File: src/rtl/mem_req_router_if.sv
// Request/response bundle between the CPU data port, the router and the
// seven slaves. The router takes the "slave" view (it is the CPU's target);
// the environment driving CPU requests and slave responses takes "master".
interface mem_req_router_if #(
    parameter int WIDTH = 32,
    parameter int AW    = 32
);
    // CPU side
    logic                   m_valid;
    logic                   m_ready;
    logic                   m_we;
    logic [AW-1:0]          m_addr;
    logic [WIDTH-1:0]       m_wdata;
    logic [WIDTH/8-1:0]     m_wstrb;
    logic                   m_rvalid;
    logic [WIDTH-1:0]       m_rdata;
    logic                   m_err;
    // Slave side (shared request buses, per-slave request and response)
    logic [6:0]             s_req;
    logic                   s_we;
    logic [AW-1:0]          s_addr;
    logic [WIDTH-1:0]       s_wdata;
    logic [WIDTH/8-1:0]     s_wstrb;
    logic [6:0]             s_rvalid;
    logic [7*WIDTH-1:0]     s_rdata;

    modport slave (
        input  m_valid, m_we, m_addr, m_wdata, m_wstrb, s_rvalid, s_rdata,
        output m_ready, m_rvalid, m_rdata, m_err,
               s_req, s_we, s_addr, s_wdata, s_wstrb
    );

    modport master (
        output m_valid, m_we, m_addr, m_wdata, m_wstrb, s_rvalid, s_rdata,
        input  m_ready, m_rvalid, m_rdata, m_err,
               s_req, s_we, s_addr, s_wdata, s_wstrb
    );
endinterface

File: src/rtl/mem_req_router.sv
// Single-outstanding memory request router: one CPU data-side request is
// steered to one of seven slaves by a 3-bit address field, and the selected
// slave's response (or an unmapped/timeout error) is returned to the CPU.
module mem_req_router #(
    parameter int WIDTH   = 32,
    parameter int AW      = 32,
    parameter int SEL_LSB = 28,
    parameter int TIMEOUT = 255
) (
    input  logic              clk,
    input  logic              rst,
    mem_req_router_if.slave   bus
);
    localparam int CW = $clog2(TIMEOUT + 1);

    typedef enum logic [1:0] {IDLE, ISSUE, WAIT, RESP} state_t;

    state_t               state;
    logic                 we_q;
    logic [AW-1:0]        addr_q;
    logic [WIDTH-1:0]     wdata_q;
    logic [WIDTH/8-1:0]   wstrb_q;
    logic [2:0]           idx_q;
    logic [CW-1:0]        cnt;
    logic [CW-1:0]        cnt_inc;

    logic                 rvalid_q;
    logic [WIDTH-1:0]     rdata_q;
    logic                 err_q;
    logic [6:0]           req_q;

    logic [2:0]           req_idx;
    logic [6:0]           req_onehot;
    logic                 ack;
    logic [WIDTH-1:0]     ack_data;

    assign req_idx = bus.m_addr[SEL_LSB+2:SEL_LSB];
    assign cnt_inc = cnt + 1'b1;

    // Decode the incoming index and pick the latched slave's ack and data;
    // index 7 matches no slave, so it never produces an ack.
    always_comb begin
        req_onehot = '0;
        ack        = 1'b0;
        ack_data   = '0;
        for (int i = 0; i < 7; i++) begin
            req_onehot[i] = (req_idx == 3'(i));
            if (idx_q == 3'(i)) begin
                ack      = bus.s_rvalid[i];
                ack_data = bus.s_rdata[i*WIDTH +: WIDTH];
            end
        end
    end

    // Transaction FSM with registered request pulse and response outputs.
    always_ff @(posedge clk) begin
        if (rst) begin
            state    <= IDLE;
            we_q     <= 1'b0;
            addr_q   <= '0;
            wdata_q  <= '0;
            wstrb_q  <= '0;
            idx_q    <= '0;
            cnt      <= '0;
            rvalid_q <= 1'b0;
            rdata_q  <= '0;
            err_q    <= 1'b0;
            req_q    <= '0;
        end else begin
            // Response and request outputs are single-cycle pulses.
            rvalid_q <= 1'b0;
            rdata_q  <= '0;
            err_q    <= 1'b0;
            req_q    <= '0;
            case (state)
                IDLE: begin
                    if (bus.m_valid) begin
                        we_q    <= bus.m_we;
                        addr_q  <= bus.m_addr;
                        wdata_q <= bus.m_wdata;
                        wstrb_q <= bus.m_wstrb;
                        idx_q   <= req_idx;
                        if (req_idx == 3'd7) begin
                            // Unmapped: answer immediately, no slave touched.
                            rvalid_q <= 1'b1;
                            err_q    <= 1'b1;
                            state    <= RESP;
                        end else begin
                            req_q <= req_onehot;
                            state <= ISSUE;
                        end
                    end
                end
                ISSUE: begin
                    // s_req is high this cycle; any same-cycle ack is ignored.
                    cnt   <= '0;
                    state <= WAIT;
                end
                WAIT: begin
                    if (ack) begin
                        rvalid_q <= 1'b1;
                        rdata_q  <= we_q ? '0 : ack_data;
                        state    <= RESP;
                    end else begin
                        cnt <= cnt_inc;
                        if (cnt_inc == CW'(TIMEOUT)) begin
                            rvalid_q <= 1'b1;
                            err_q    <= 1'b1;
                            state    <= RESP;
                        end
                    end
                end
                RESP: begin
                    state <= IDLE;
                end
                default: begin
                    state <= IDLE;
                end
            endcase
        end
    end

    assign bus.m_ready  = (state == IDLE);
    assign bus.m_rvalid = rvalid_q;
    assign bus.m_rdata  = rdata_q;
    assign bus.m_err    = err_q;
    assign bus.s_req    = req_q;
    assign bus.s_we     = we_q;
    assign bus.s_addr   = addr_q;
    assign bus.s_wdata  = wdata_q;
    assign bus.s_wstrb  = wstrb_q;
endmodule

File: src/flat_wrapper.sv
// flat-port wrapper written by rule: the top's interface ports become plain ports
module mem_req_router_flat 
#(
    parameter int WIDTH   = 32,
    parameter int AW      = 32,
    parameter int SEL_LSB = 28,
    parameter int TIMEOUT = 255
)
  (clk, rst, bus_m_valid, bus_m_we, bus_m_addr, bus_m_wdata, bus_m_wstrb, bus_s_rvalid, bus_s_rdata, bus_m_ready, bus_m_rvalid, bus_m_rdata, bus_m_err, bus_s_req, bus_s_we, bus_s_addr, bus_s_wdata, bus_s_wstrb);
  mem_req_router_if #(.WIDTH(WIDTH), .AW(AW)) bus_i ();
  input  logic clk;
  input  logic rst;
  input wire logic [$bits(bus_i.m_valid)-1:0] bus_m_valid;
  input wire logic [$bits(bus_i.m_we)-1:0] bus_m_we;
  input wire logic [$bits(bus_i.m_addr)-1:0] bus_m_addr;
  input wire logic [$bits(bus_i.m_wdata)-1:0] bus_m_wdata;
  input wire logic [$bits(bus_i.m_wstrb)-1:0] bus_m_wstrb;
  input wire logic [$bits(bus_i.s_rvalid)-1:0] bus_s_rvalid;
  input wire logic [$bits(bus_i.s_rdata)-1:0] bus_s_rdata;
  output wire logic [$bits(bus_i.m_ready)-1:0] bus_m_ready;
  output wire logic [$bits(bus_i.m_rvalid)-1:0] bus_m_rvalid;
  output wire logic [$bits(bus_i.m_rdata)-1:0] bus_m_rdata;
  output wire logic [$bits(bus_i.m_err)-1:0] bus_m_err;
  output wire logic [$bits(bus_i.s_req)-1:0] bus_s_req;
  output wire logic [$bits(bus_i.s_we)-1:0] bus_s_we;
  output wire logic [$bits(bus_i.s_addr)-1:0] bus_s_addr;
  output wire logic [$bits(bus_i.s_wdata)-1:0] bus_s_wdata;
  output wire logic [$bits(bus_i.s_wstrb)-1:0] bus_s_wstrb;
  assign bus_i.m_valid = bus_m_valid;
  assign bus_i.m_we = bus_m_we;
  assign bus_i.m_addr = bus_m_addr;
  assign bus_i.m_wdata = bus_m_wdata;
  assign bus_i.m_wstrb = bus_m_wstrb;
  assign bus_i.s_rvalid = bus_s_rvalid;
  assign bus_i.s_rdata = bus_s_rdata;
  assign bus_m_ready = bus_i.m_ready;
  assign bus_m_rvalid = bus_i.m_rvalid;
  assign bus_m_rdata = bus_i.m_rdata;
  assign bus_m_err = bus_i.m_err;
  assign bus_s_req = bus_i.s_req;
  assign bus_s_we = bus_i.s_we;
  assign bus_s_addr = bus_i.s_addr;
  assign bus_s_wdata = bus_i.s_wdata;
  assign bus_s_wstrb = bus_i.s_wstrb;
  mem_req_router #(.WIDTH(WIDTH), .AW(AW), .SEL_LSB(SEL_LSB), .TIMEOUT(TIMEOUT)) u_core (.clk(clk), .rst(rst), .bus(bus_i));
endmodule
File: config.mk
export PLATFORM = sky130hd
export DESIGN_NAME = mem_req_router_flat
export DESIGN_NICKNAME = d
export VERILOG_FILES = /design/src/rtl/mem_req_router_if.sv /design/src/rtl/mem_req_router.sv /design/src/flat_wrapper.sv
export SDC_FILE = /design/constraint.sdc
export NUM_CORES = 1
export LEC_CHECK = 0
export CAP_MARGIN = 20
export CELL_PAD_IN_SITES_DETAIL_PLACEMENT = 1
export CELL_PAD_IN_SITES_GLOBAL_PLACEMENT = 1
export CORE_AREA = 2 2 160 162
export DETAILED_ROUTE_END_ITERATION = 12
export DIE_AREA = 0 0 162 164
export HOLD_SLACK_MARGIN = 0.02
export PLACE_DENSITY = 0.8
export SETUP_SLACK_MARGIN = 0.5
export SYNTH_ARGS = -nofsm -noshare
export SYNTH_HDL_FRONTEND = slang
export SYNTH_SLANG_ARGS = --single-unit
File: constraint.sdc
create_clock -name clk -period 3.6 [get_ports clk]
set_clock_uncertainty 0.2 [all_clocks]
set_input_delay 0.54 -clock clk [delete_from_list [all_inputs] [get_ports clk]]
set_output_delay 0.54 -clock clk [all_outputs]
set_load 0.01 [all_outputs]
==> flow_metrics.env <==
export IMPL_multi_input_area_um2=3280
export IMPL_die_area_um2=26600
export IMPL_viasPerCell=4.74
export IMPL_placement_io_buffers=413
export IMPL_fin_nets=1444
export IMPL_cts_hold_buf=0
export IMPL_synth_main_ff_cell="dfxtp_1"
export IMPL_cp_required_ns=2.86
export IMPL_finalSetupTns_ns=0
export IMPL_met3WireLength_mm=2.62
export IMPL_power_density_nw_per_um2=493
export IMPL_drc=0
export IMPL_worst_pin_slew_ns=0.731
export IMPL_cp_end_kind="output port"
export IMPL_holdCritPathClass="flip-flop to flip-flop"
export IMPL_grt_antenna_before_repair=6
export IMPL_leakage_uw=0.00379
export IMPL_wirelength_met1_mm=10.9
export IMPL_area_delta_synth_final_pct=84.2
export IMPL_path_max_fanout=22
export IMPL_path_class="flip-flop to output port"
export IMPL_setup_viol=0
export IMPL_postRouteAntennaNets=0
export IMPL_drv_cap=0
export IMPL_root_buffer="clkbuf_16"
export IMPL_cts_tree="built"
export IMPL_power_total_uw=5420
export IMPL_die_width_um=162
export IMPL_regArea_um2=2410
export IMPL_synth_cell_type_count=51
export IMPL_hold_slack_ns=0.254
export IMPL_start_kind="flip-flop"
export IMPL_grt_total_usage=0.209
export IMPL_reg2regPathDepth=5
export IMPL_r2r_slack_ns=1.03
export IMPL_gp_congestion=0.812
export IMPL_drive_gt1_frac=0.0861
export IMPL_syn_area_um2=5970
export IMPL_hold_viol_final=0
export IMPL_initialDrtViolationCount=291
export IMPL_cts_made_buffers=17
export IMPL_grt_ovfl_total=0
export IMPL_ys_warnings_count=0
export IMPL_regToRegStartpoint="u_core.bus.s_addr[30]$_SDFFE_PP0P_"
export IMPL_slew_violations=0
export IMPL_slew_headroom=0.512
export IMPL_syn_nets=1063
export IMPL_whs_endpoint="u_core.bus.s_wdata[16]$_SDFFE_PP0P_"
export IMPL_worst_ir_drop_vdd_v=0.000277
export IMPL_min_delay_start="u_core.bus.s_wdata[16]$_SDFFE_PP0P_"
export IMPL_clockBufferDepth=2
export IMPL_vias=7039
export IMPL_cts_reportedPaths_clkPinSlew_ns=0.06
export IMPL_seq_area_frac_synth=0.403
export IMPL_grt_pass1_vias=7325
export IMPL_htreeDepth=4
export IMPL_synth_seq_cells=120
export IMPL_dp_hpwl_mm=22.0
export IMPL_grt_pass1_wl_mm=42.3
export IMPL_firstDrtPassIters=4
export IMPL_rows=58
export IMPL_grt_max_degree=70
export IMPL_start_util=0.240
export IMPL_cts_resized=0
export IMPL_async_flop_share=0
export IMPL_clkLatencyLatePin_ns=0.42
export IMPL_grt_setup_unrepaired="no"
export IMPL_cts_setup_buffers=0
export IMPL_maxUsedRoutingLayer="met5"
export IMPL_clkSinkCount=120
export IMPL_cp_arrival_ns=1.99
export IMPL_fmax_mhz=366
export IMPL_layout_common_cells="412 x clkdlybuf4s50_1, 214 x nand2_1, 117 x dfxtp_1, 104 x a21oi_1, 67 x o21ai_0"
export IMPL_avgSynthCellArea_um2=7.89
export IMPL_synth_edff_count=0
export IMPL_r2r_end="u_core.cnt[1]$_SDFFE_PP0P_"
export IMPL_synth_cells=756
export IMPL_period_needed_ns=2.73
export IMPL_hold_depth=2
export IMPL_wl_met2_mm=15.0
export IMPL_status="complete, no violations"
export IMPL_wirelength_mm=28.9
export IMPL_coreArea_um2=24800
export IMPL_wl_per_cell_um=19.4
export IMPL_finalCritPeriodShare=0.760
export IMPL_fill_cells=2930
export IMPL_pin_count=414
export IMPL_die_y_um=164
export IMPL_layout_commonest_cell="clkdlybuf4s50_1"
synth_stat cells, types with 2 or more instances:
master,count,area [um^2]
nand2_1,215,807
dfxtp_1,120,2400
a21oi_1,104,521
o21ai_0,67,335
clkbuf_1,46,173
mux2_2,33,372
mux2i_1,33,330
a221o_1,32,320
nor2_1,12,45.0
buf_2,8,40.0
nand3_1,8,40.0
inv_1,7,26.3
nand2b_1,7,43.8
buf_1,6,22.5
ha_1,4,50.1
nand4_1,4,25.0
a31o_2,3,26.3
a31oi_1,3,18.8
buf_4,3,22.5
nor2b_1,3,18.8
a221oi_2,2,30.0
and3_1,2,12.5
nand3b_1,2,15.0
nor3_1,2,10.0
o32ai_1,2,17.5
or2_2,2,12.5
or3_1,2,12.5
power by group:
| part | internal (uW) | total [uW] | switching [uW] | leakage (uW) |
|---|---|---|---|---|
| clock | 993 | 1780 | 782 | 0.000285 |
| sequential | 1520 | 1650 | 134 | 0.000979 |
| combinational | 998 | 1990 | 988 | 0.00253 |
| total | 3510 | 5420 | 1900 | 0.00379 |
layer usage:
layer / vias to the layer above / track usage
met1: 3325 / 0.223
li1: 3405 / -
met5: - / 0
met4: 4 / 0.0619
met2: 276 / 0.381
met3: 29 / 0.0831
stage by stage:
stage,cell area (um^2),cells,setup slack (ns),utilization
final,11000,1485,0.865,0.443
after global routing,11000,1484,0.736,0.443
after floorplan,5970,756,1.32,-
after global placement,10400,1448,0.874,0.418
after detailed placement,10400,1448,0.821,0.418
after CTS,11000,1480,0.807,0.442
final cells by class:
| cell class | count | area share |
|---|---|---|
| Multi-Input combinational cell | 564 | 0.298 |
| Clock buffer | 17 | 0.0387 |
| Antenna cell | 5 | 0.00114 |
| Inverter | 8 | 0.00273 |
| Sequential cell | 120 | 0.219 |
| Tap cell | 330 | 0.0376 |
| Timing Repair Buffer | 426 | 0.387 |
| Clock inverter | 15 | 0.0156 |
registers in the layout, summed over array words and instances (netlist names):
name	count
u_core.bus.m_rdata	32
u_core.bus.s_wdata	32
u_core.bus.s_addr	30
u_core.cnt	8
u_core.bus.s_req	7
u_core.bus.s_wstrb	4
u_core.idx_q	2
u_core.state	2
u_core.bus.m_err	1
u_core.bus.m_rvalid	1
u_core.bus.s_we	1
how the worst max path moves through the flow:
stage | slack, ns | end | startpoint | depth (start not counted)
after floorplan | 1.32 | u_core.state[1]$_SDFFE_PP0P_ | u_core.cnt[0]$_SDFFE_PP0P_ | 6
after global placement | 0.87 | u_core.state[1]$_SDFFE_PP0P_ | bus_s_rvalid[6] | 6
after detailed placement | 0.82 | u_core.state[1]$_SDFFE_PP0P_ | bus_s_rvalid[5] | 6
after CTS | 0.81 | bus_s_addr[29] | u_core.idx_q[1]$_SDFFE_PP0P_ | 2
after global routing | 0.74 | bus_s_addr[29] | u_core.idx_q[1]$_SDFFE_PP0P_ | 2
final | 0.87 | bus_s_addr[29] | u_core.idx_q[1]$_SDFFE_PP0P_ | 2
kinds of logic after synthesis:
group | share of synthesized area
multiplexers | 0.120
buffers and inverters | 0.0495
XOR/XNOR | 0.00294
adder cells (fa/ha/maj) | 0.00839
flip-flops | 0.403
AO/OA/AOI/OAI | 0.232
AND/OR/NAND/NOR | 0.185
worst max-delay path: stages, from the launching register on:
cell	delay [ns]
dfxtp_2	0.65
buf_4	0.34
clkdlybuf4s50_1	0.58
Note: power is estimated with default switching activity, not from simulation.
